## src/rtl/ramwriter_pkg.sv

```systemverilog
// Shared controller state and opcode codes used by the RAM store path.
package ramwriter_pkg;

    typedef enum logic [3:0] {
        OPCFT = 4'd0,
        OPLFT = 4'd1,
        ADWR  = 4'd2,
        EXEWR = 4'd3
    } cs_e;

    localparam logic [7:0] PUSH   = 8'h10;
    localparam logic [7:0] MOVAR  = 8'h20;
    localparam logic [7:0] MOVAR4 = 8'h21;
    localparam logic [7:0] MOVAR1 = 8'h22;

endpackage

```

## src/rtl/ramwriter_if.sv

```systemverilog
// Controller-to-store-path bundle: sequencing inputs plus the registered RAM write port.
interface ramwriter_if #(
    parameter int AW = 16,
    parameter int NB = 8
);
    logic [3:0]      cs;
    logic [7:0]      opc;
    logic [AW-1:0]   addr;
    logic [8*NB-1:0] d;
    logic            kp;
    logic [AW-1:0]   wa;
    logic [7:0]      wd;
    logic            we;

    modport master (output cs, opc, addr, d, input kp, wa, wd, we);
    modport slave  (input cs, opc, addr, d, output kp, wa, wd, we);
endinterface

```

## src/rtl/ramwriter_bsel.sv

```systemverilog
// Byte selector for the store path; RAMWRITER_BSWAP_EN selects MSB-first emission order.
module ramwriter_bsel #(
    parameter int NB = 8
) (
    input  logic [8*NB-1:0] wbuf,
    input  logic [2:0]      cnt,
    input  logic [2:0]      tim,
    output logic [7:0]      wd_next
);
    logic [2:0] sel;

`ifdef RAMWRITER_BSWAP_EN
    // Highest byte of the selected width goes to the base address.
    always_comb begin
        sel     = tim - cnt;
        wd_next = wbuf[8*sel +: 8];
    end
`else
    wire unused_tim = ^tim;

    always_comb begin
        sel     = cnt;
        wd_next = wbuf[8*sel +: 8];
    end
`endif

endmodule

```

## src/rtl/ramwriter.sv

```systemverilog
// Serializes a 64-bit store value into byte RAM, one byte per EXEWR edge.
module ramwriter
    import ramwriter_pkg::*;
#(
    parameter int AW = 16,
    parameter int NB = 8
) (
    input  logic      clk,
    input  logic      rst_n,
    ramwriter_if.slave bus
);
    logic [AW-1:0]   ptr;
    logic [2:0]      cnt;
    logic [2:0]      tim;
    logic [8*NB-1:0] wbuf;
    logic [7:0]      wd_next;

    ramwriter_bsel #(.NB(NB)) u_bsel (
        .wbuf    (wbuf),
        .cnt     (cnt),
        .tim     (tim),
        .wd_next (wd_next)
    );

    always_ff @(posedge clk or negedge rst_n) begin
        if (!rst_n) begin
            bus.kp <= 1'b0;
            bus.we <= 1'b0;
            bus.wa <= '0;
            bus.wd <= '0;
            ptr    <= '0;
            cnt    <= '0;
            tim    <= '0;
            wbuf   <= '0;
        end else begin
            case (bus.cs)
                OPLFT: begin
                    bus.we <= 1'b0;
                    case (bus.opc)
                        PUSH, MOVAR: begin tim <= 3'd7; bus.kp <= 1'b1; end
                        MOVAR4:      begin tim <= 3'd3; bus.kp <= 1'b1; end
                        MOVAR1:      begin tim <= 3'd0; bus.kp <= 1'b1; end
                        default:     begin tim <= 3'd0; bus.kp <= 1'b0; end
                    endcase
                end
                ADWR: begin
                    ptr    <= bus.addr;
                    wbuf   <= bus.d;
                    cnt    <= '0;
                    bus.we <= 1'b0;
                end
                EXEWR: begin
                    if (bus.kp) begin
                        bus.wa <= ptr;
                        bus.wd <= wd_next;
                        bus.we <= 1'b1;
                        ptr    <= ptr + AW'(1);
                        cnt    <= cnt + 3'd1;
                        // kp drops with the last launch so the controller exits while we is still high.
                        if (cnt == tim) bus.kp <= 1'b0;
                    end else begin
                        bus.we <= 1'b0;
                    end
                end
                default: bus.we <= 1'b0;
            endcase
        end
    end

endmodule

```

## src/flat_wrapper.sv

```systemverilog
// flat-port wrapper written by rule: the top's interface ports become plain ports
module ramwriter_flat import ramwriter_pkg::*;
#(
    parameter int AW = 16,
    parameter int NB = 8
)
  (clk, rst_n, bus_cs, bus_opc, bus_addr, bus_d, bus_kp, bus_wa, bus_wd, bus_we);
  ramwriter_if #(.AW(AW), .NB(NB)) bus_i ();
  input  logic clk;
  input  logic rst_n;
  input wire logic [$bits(bus_i.cs)-1:0] bus_cs;
  input wire logic [$bits(bus_i.opc)-1:0] bus_opc;
  input wire logic [$bits(bus_i.addr)-1:0] bus_addr;
  input wire logic [$bits(bus_i.d)-1:0] bus_d;
  output wire logic [$bits(bus_i.kp)-1:0] bus_kp;
  output wire logic [$bits(bus_i.wa)-1:0] bus_wa;
  output wire logic [$bits(bus_i.wd)-1:0] bus_wd;
  output wire logic [$bits(bus_i.we)-1:0] bus_we;
  assign bus_i.cs = bus_cs;
  assign bus_i.opc = bus_opc;
  assign bus_i.addr = bus_addr;
  assign bus_i.d = bus_d;
  assign bus_kp = bus_i.kp;
  assign bus_wa = bus_i.wa;
  assign bus_wd = bus_i.wd;
  assign bus_we = bus_i.we;
  ramwriter #(.AW(AW), .NB(NB)) u_core (.clk(clk), .rst_n(rst_n), .bus(bus_i));
endmodule
```

## config.mk

```make
export PLATFORM = sky130hd
export DESIGN_NAME = ramwriter_flat
export DESIGN_NICKNAME = d
export VERILOG_FILES = /design/src/rtl/ramwriter_pkg.sv /design/src/rtl/ramwriter_if.sv /design/src/rtl/ramwriter_bsel.sv /design/src/rtl/ramwriter.sv /design/src/flat_wrapper.sv
export SDC_FILE = /design/constraint.sdc
export NUM_CORES = 1
export LEC_CHECK = 0
export ABC_AREA = 0
export BUFFER_PORTS_ARGS = -buffer_cell sky130_fd_sc_hd__buf_2
export CORE_AREA = 2 2 107 109
export CTS_BUF_LIST = sky130_fd_sc_hd__clkbuf_8
export CTS_CLUSTER_DIAMETER = 200
export DETAILED_ROUTE_END_ITERATION = 16
export DIE_AREA = 0 0 109 111
export GPL_ROUTABILITY_DRIVEN = 0
export PLACE_DENSITY = 0.77
export REMOVE_ABC_BUFFERS = 1
export SLEW_MARGIN = 10
export SYNTH_ARGS = -nofsm -noshare
export SYNTH_HDL_FRONTEND = slang
export SYNTH_HIERARCHICAL = 1
export SYNTH_SLANG_ARGS = --single-unit
```

## constraint.sdc

```tcl
create_clock -name clk -period 2.76 [get_ports clk]
set_input_delay 0.552 -clock clk [delete_from_list [all_inputs] [get_ports clk]]
set_output_delay 0.552 -clock clk [all_outputs]
set_load 0.05 [all_outputs]
```

==> results of run 1 <==
==> state kept, by name, indices dropped and copies added (netlist names) <==
name / flops
u_core/bus.wa: 16
u_core/bus.kp: 1
u_core/bus.wd: 8
u_core/tim: 2
u_core/cnt: 3
u_core/ptr: 16
u_core/wbuf: 64
u_core/bus.we: 1
==> how the worst max path moves through the flow <==
stage	from	to	slack, ns	cells past startpoint
detailed placement	bus_cs[3]	u_core/wbuf[19]$_DFFE_PN0P_	0.60	6
global route	u_core/bus.kp$_DFFE_PN0P_	bus_kp	0.72	1
finish	u_core/bus.kp$_DFFE_PN0P_	bus_kp	0.80	1
global placement	bus_cs[3]	u_core/wbuf[15]$_DFFE_PN0P_	0.66	6
floorplan	bus_cs[3]	u_core/ptr[5]$_DFFE_PN0P_	-1.50	4
CTS	u_core/bus.kp$_DFFE_PN0P_	bus_kp	0.79	1
==> cell families after synthesis <==
kind of cell	Yosys count	share of synthesized area [%]
buffers and inverters	31	3.28
muxes	50	15.3
and+or+nand+nor	276	22.8
xor gates and xnor gates	3	0.492
DFF	111	52.0
AOI/OAI and AO/OA	48	5.62
adders and majority gates	2	0.469
==> power breakdown <==
group,switching (mW),total [mW],internal (mW)
sequential,0.161,2.01,1.84
clock,0.577,0.925,0.348
combinational,0.265,0.516,0.251
==> cell usage in the layout (no fill, tap or decap), drive strengths merged, types with 2 or more instances in the layout <==
cell / instances
nand2: 212
buf: 128
dfrtp: 111
mux2: 30
mux4: 16
nand3: 15
a21oi: 15
o21ai: 15
clkbuf: 9
nor2: 9
nand4: 7
inv: 7
nand2b: 5
nand3b: 4
mux2i: 4
o22ai: 4
nor3: 4
nor4: 4
and3: 3
a31oi: 3
or4: 3
nor3b: 3
xnor2: 2
a221o: 2
a32oi: 2
ha: 2
clkinv: 2
==> per-stage QoR <==
step | TNS, ns | hold slack (ns) | utilization, % | setup slack [ns] | cell area [um^2]
final | 0 | 0.196 | 56.2 | 0.801 | 6230
after global routing | 0 | 0.241 | 56.2 | 0.721 | 6230
after CTS | 0 | 0.215 | 56.2 | 0.785 | 6230
after detailed placement | 0 | 0.456 | 54.5 | 0.598 | 6040
after global placement | 0 | 0.449 | 54.5 | 0.656 | 6040
after floorplan | -67.47 | 0.256 | - | -1.50 | 5170
==> area by class of cell <==
class	count	area, um^2
Timing Repair Buffer	128	678
Multi-Input combinational cell	379	2400
Clock buffer	9	124
Clock inverter	7	63.8
Fill cell	978	4850
Inverter	2	7.51
Sequential cell	111	2780
Tap cell	143	179
==> metal layers <==
layer  vias to the layer above  track usage (%)  wire length [um]
met3                        11             5.41               905
met2                       169             33.1              5770
met1                      1992             29.4              5100
met5                         -                0                 0
li1                       2023                -                 -
met4                         0             4.36               119
==> summary.md, run 1 <==
| Metric | Value |
|---|---|
| Result of the run | `complete, no violations` |
| Final period demand of the worst path | `1.96 ns` |
| Number of cells upsized or downsized after cts | `0` |
| Buffer levels on the longest clock path | `2` |
| Number of enable-type register cells in the synthesized netlist | `0` |
| Distinct cell type count after synthesis | `between 50 and 60` |
| Post-synthesis sequential area ratio | `a little over half` |
| Area of the core | `~11000 um^2` |
| Type of element launching the critical path | `flop` |
| Leakage power | `about 3.2 nW` |
| H-Tree Level Count | `3` |
| Post-Route Skew | `0.0138 ns` |
| Total global routing track utilization | `between 20% and 30%` |
| Cell area after technology mapping | `approximately 5300 um^2` |
| Buffers and inverters on the worst path | `1` |
| Antenna violations before repair | `0` |
| Die height | `between 100 and 150 um` |
| Routed length per placed instance | `around 15 um` |
| Syn Inst Count | `521` |
| ANT cells | `0` |
| Layout area overhead | `16.6%` |
| Count of buffers inserted at the top-level ports | `roughly 120` |
| Number of standard-cell rows in the floorplan | `39` |
| Top-level port count | `120` |
| List of cells traversed by the critical path | `buf_2` |
| R2R depth | `4` |
| Total number of yosys warnings | `6` |
| Async SR Flop Fraction | `100%` |
| Max cap viols | `0` |
| Sort of element at the end of the critical path | `output pin` |
| CTS tree | `yes` |
| Setup slack on the worst flop-to-flop path | `between 0.8 and 0.9 ns` |
| Detailed-route via count | `4195` |
| Nets@finish | `around 730` |
| Synth Flop Type | `sky130_fd_sc_hd__dfrtp_1` |
| Crit path arrival time | `around 1.4 ns` |
| Final Power | `3.45 mW` |
| Clock slew seen by the registers of the worst setup and hold paths | `0.11 ns` |
| Master cell of the clock root buffer | `sky130_fd_sc_hd__clkbuf_8` |
| Unrepaired setup endpoints after global routing | `false` |
| Starting density of the core | `about 48%` |
| 1st-pass router iterations | `5` |
| Setup-failing EPs final | `0` |
| Proportion of netlist area held by the largest area contributor | `a little over half` |
| Slowest Stage Delay on Critical Path | `roughly 0.68 ns` |
| Start of the worst register-to-register path | `u_core/cnt[0]$_DFFE_PN0P_` |
| Post-CTS setup buffer count | `0` |
| CTS Hold Buffers Added | `0` |
| Layout Cells excl Fill | `slightly below 800` |
| Total die area | `12100 um^2` |
| Cell class contributing the biggest share of worst-path delay | `flip-flops` |
| TritonCTS sink count | `approximately 110` |
| Overall routed net length | `between 10000 and 15000 um` |
| Final-report max-slew violation count | `0` |
| Slew @ Worst Pin | `0.657 ns` |
| Count of unresolved DRC violations after routing | `0` |
| Most frequently used cell type in the post-synthesis netlist | `sky130_fd_sc_hd__nand2_1` |
| Worst max-slew margin expressed relative to the limit | `56.2%` |
| Ratio of cells with drive above 1 in the final layout | `between 20% and 30%` |
| Total grt overflow | `0` |
| Dominant cell type by area after synthesis | `sky130_fd_sc_hd__dfrtp_1` |
| Final hold viol count | `0` |
| Global-route wire length before repair | `approximately 20000 um` |
| Detail Route Antenna Nets | `0` |
| Width of the die | `~110 um` |
| CTS buffer count | `9` |
| Required @ worst endpoint | `about 2.2 ns` |
| Number of placed instances, taps included | `763` |
| Number of global-route vias before repair | `approximately 4200` |
| Critical-path top delay cell | `sky130_fd_sc_hd__dfrtp_1` |
| Synth area leaders | `sky130_fd_sc_hd__dfrtp_1, sky130_fd_sc_hd__nand2_1, sky130_fd_sc_hd__mux4_1` |
| Post-synthesis register bit count | `around 110` |
| Max IR drop VDD | `approximately 310 uV` |
| Final HPWL from detailed placement | `around 8500 um` |
| Synth Area per Inst | `approximately 10 um^2` |
| Number of DRC markers in iteration 0 | `about 170` |
| Ratio of routed vias to standard cells | `5.39` |
| Commonest cells in the netlist | `sky130_fd_sc_hd__nand2_1, sky130_fd_sc_hd__dfrtp_1, sky130_fd_sc_hd__mux2_2, sky130_fd_sc_hd__mux4_1, sky130_fd_sc_hd__nand3_1` |
| Period Utilization, post-route | `~70%` |
| Critical path type | `flop to output pin` |
| Top fanout value on the critical path | `13` |
| Class of the worst hold path | `primary input to async pin` |
| F_max | `roughly 500 MHz` |
| Power per Cell Area | `553 nW/um^2` |
| Maximum number of pins on one net before global-route repair | `52` |
| Worst reg2reg endpoint | `u_core/bus.wd[5]$_DFFE_PN0P_` |
| Clock latency reported for the late side of the worst-skew pair | `0.37 ns` |
(Power assumes the default switching activity.)
==> run 2, diff against run 1 <==
==> constraint.sdc (replaced) <==
create_clock -name clk -period 2 [get_ports clk]
set_input_delay 0.4 -clock clk [delete_from_list [all_inputs] [get_ports clk]]
set_output_delay 0.4 -clock clk [all_outputs]
set_load 0.05 [all_outputs]
==> run 2 against run 1 <==
Effect of this change:
- total power is 38% higher
- combinational power is 44% higher
- sequential cell count stayed put
- clock skew hardly changed
- via count is 1.0% higher
- cell count is 1.0% higher
- clock power is 37% higher
- global-route usage is 0.56 points lower
- utilization is 1.1 points higher
- sequential share of layout area is 0.83 points lower
==> summary.md, run 2 (synthesized netlist as in run 1, its figures left out) <==
| Metric | Value |
|---|---|
| Result of the run | `complete, no violations` |
| Footprint of the flip-flops and latches | `2780 um^2` |
| Post-CTS setup buffer count | `0` |
| Critical path type | `flop to flop` |
| Instance area at placement | `around 6200 um^2` |
| Master cell of the clock root buffer | `sky130_fd_sc_hd__clkbuf_8` |
| Leakage power | `roughly 3.3 nW` |
| Area of the multi-input gates | `2400 um^2` |
| Worst Setup Slack, final | `~0.16 ns` |
| Ratio of routed vias to standard cells | `between 5 and 6` |
| Clock latency reported for the late side of the worst-skew pair | `about 0.37 ns` |
| Non-Filler Cell Area, Final | `around 6300 um^2` |
| Top-level port count | `120` |
| Detailed-route via count | `4237` |
| Largest Register | `u_core/wbuf` |
| Layout Cells excl Fill | `between 700 and 800` |
| Power per Cell Area | `between 700 and 800 nW/um^2` |
| Number of DRC markers in iteration 0 | `262` |
| Count of buffers inserted at the top-level ports | `roughly 120` |
| Routed length per placed instance | `about 15 um` |
| Overall routed net length | `approximately 12000 um` |
| Final HPWL from detailed placement | `8560 um` |
| Minimum setup slack after placement | `about 0.18 ns` |
| Crit path arrival time | `2.09 ns` |
| Slew @ Worst Pin | `around 0.55 ns` |
| TritonCTS sink count | `between 100 and 150` |
| Area of the core | `between 10000 and 15000 um^2` |
| Required @ worst endpoint | `~2.3 ns` |
| CTS buffer count | `9` |
| ANT cells | `0` |
| Die height | `approximately 110 um` |
| Critical-path top delay cell | `sky130_fd_sc_hd__dfrtp_1` |
| Period Utilization, post-route | `between 90% and 100%` |
| Total grt overflow | `0` |
| Type of element launching the critical path | `flop` |
| Unrepaired setup endpoints after global routing | `false` |
| Class of the worst hold path | `primary input to async pin` |
| Number of cells upsized or downsized after cts | `0` |
| Worst max-slew margin expressed relative to the limit | `between 60 and 70%` |
| Worst hold slack | `about 0.022 ns` |
| Count of unresolved DRC violations after routing | `0` |
| CTS tree | `yes` |
| Largest registers ranked by flip-flop count | `u_core/wbuf (64), u_core/bus.wa (16), u_core/ptr (16)` |
| F_max | `roughly 540 MHz` |
| Buffer levels on the longest clock path | `2` |
| Number of global-route vias before repair | `roughly 4200` |
| Count of fill cells added during filler insertion | `959` |
| Layout area overhead | `18.8%` |
| Ratio of cells with drive above 1 in the final layout | `between 20 and 30%` |
| Number of standard-cell rows in the floorplan | `39` |
| Final hold viol count | `0` |
| H-Tree Level Count | `3` |
| Number of placed instances, taps included | `771` |
| R2R depth | `5` |
| Starting density of the core | `around 48%` |
| Setup-failing EPs final | `0` |
| Antenna violations before repair | `0` |
| List of cells traversed by the critical path | `ha_1 > nand3_1 > nor4_2 > mux2i_1 > a221o_1` |
| Width of the die | `roughly 110 um` |
| Total die area | `between 10000 and 15000 um^2` |
| CTS Hold Buffers Added | `0` |
| Post-Route Skew | `between 0.01 and 0.015 ns` |
| Sort of element at the end of the critical path | `flop` |
| Slowest Stage Delay on Critical Path | `0.45 ns` |
| Maximum number of pins on one net before global-route repair | `65` |
| Final Power | `4.77 mW` |
| Final-report max-slew violation count | `0` |
| Max IR drop VDD | `roughly 420 uV` |
| Global-route wire length before repair | `19600 um` |
| Highest-count cells in the layout ignoring fill and taps | `sky130_fd_sc_hd__nand2_1, sky130_fd_sc_hd__buf_2, sky130_fd_sc_hd__dfrtp_1` |
| Number of flip-flops under the largest register name | `64` |
| 1st-pass router iterations | `5` |
| Top fanout value on the critical path | `6` |
| Max cap viols | `0` |
| Final period demand of the worst path | `around 1.8 ns` |
| Total global routing track utilization | `20.4%` |
| Clock slew seen by the registers of the worst setup and hold paths | `roughly 0.11 ns` |
| Nets@finish | `between 700 and 800` |
| Detail Route Antenna Nets | `0` |
| Most common library cell in the layout ignoring fill and taps | `sky130_fd_sc_hd__nand2_1` |
run 2: changes by cell type in the layout (fill, tap and decap cells not counted), sizes merged:
cell      delta
clkinv       -1
clkinvlp     +1
buf          +8
run 2: path summary, 6_finish.rpt:
check,startpoint,endpoint,slack (ns)
setup / recovery,u_core/ptr[1]$_DFFE_PN0P_,u_core/ptr[12]$_DFFE_PN0P_,0.16
hold / removal,rst_n,u_core/wbuf[36]$_DFFE_PN0P_,0.02
setup reg to reg,u_core/ptr[1]$_DFFE_PN0P_,u_core/ptr[12]$_DFFE_PN0P_,0.16
hold reg to reg,u_core/wbuf[9]$_DFFE_PN0P_,u_core/wbuf[9]$_DFFE_PN0P_,0.48
max in group asynchronous,rst_n,u_core/bus.wd[4]$_DFFE_PN0P_,1.68
min in group clk,bus_d[21],u_core/wbuf[21]$_DFFE_PN0P_,0.21
run 2: per-stage QoR:
stage / setup TNS (ns) / utilization, %
after floorplan: -112.02 / -
after global placement: 0 / 55.5
after detailed placement: 0 / 55.5
after CTS: 0 / 57.2
after global routing: 0 / 57.3
final: 0 / 57.3
run 2: critical path: cells and delay by family, from the launching register on:
kind	cells	cell delay, ns
fa+ha+maj	1	0.24
mux	1	0.12
simple gates	2	0.65
compound gates	1	0.27
flops	1	0.45
run 2: area by class of cell:
class	instances	share of cell area, %
Tap cell	143	2.82
Multi-Input combinational cell	379	37.9
Clock inverter	7	1.03
Timing Repair Buffer	136	12.4
Clock buffer	9	1.95
Sequential cell	111	43.8
Inverter	2	0.118
run 2: report_power, final:
group          switching (mW)  leakage, nW  internal, mW
Combinational           0.378         1.77         0.365
Sequential              0.217         1.42          2.55
Clock                   0.784       0.0967         0.482
run 2: routing by layer:
layer | global-route usage (%) | share of wire [%] | vias to the layer above
met1 | 27.2 | 42 | 2014
li1 | - | - | 2029
met4 | 4.19 | 1.3 | 0
met3 | 4.06 | 7.0 | 15
met2 | 34.6 | 50 | 179
met5 | 0 | 0 | -
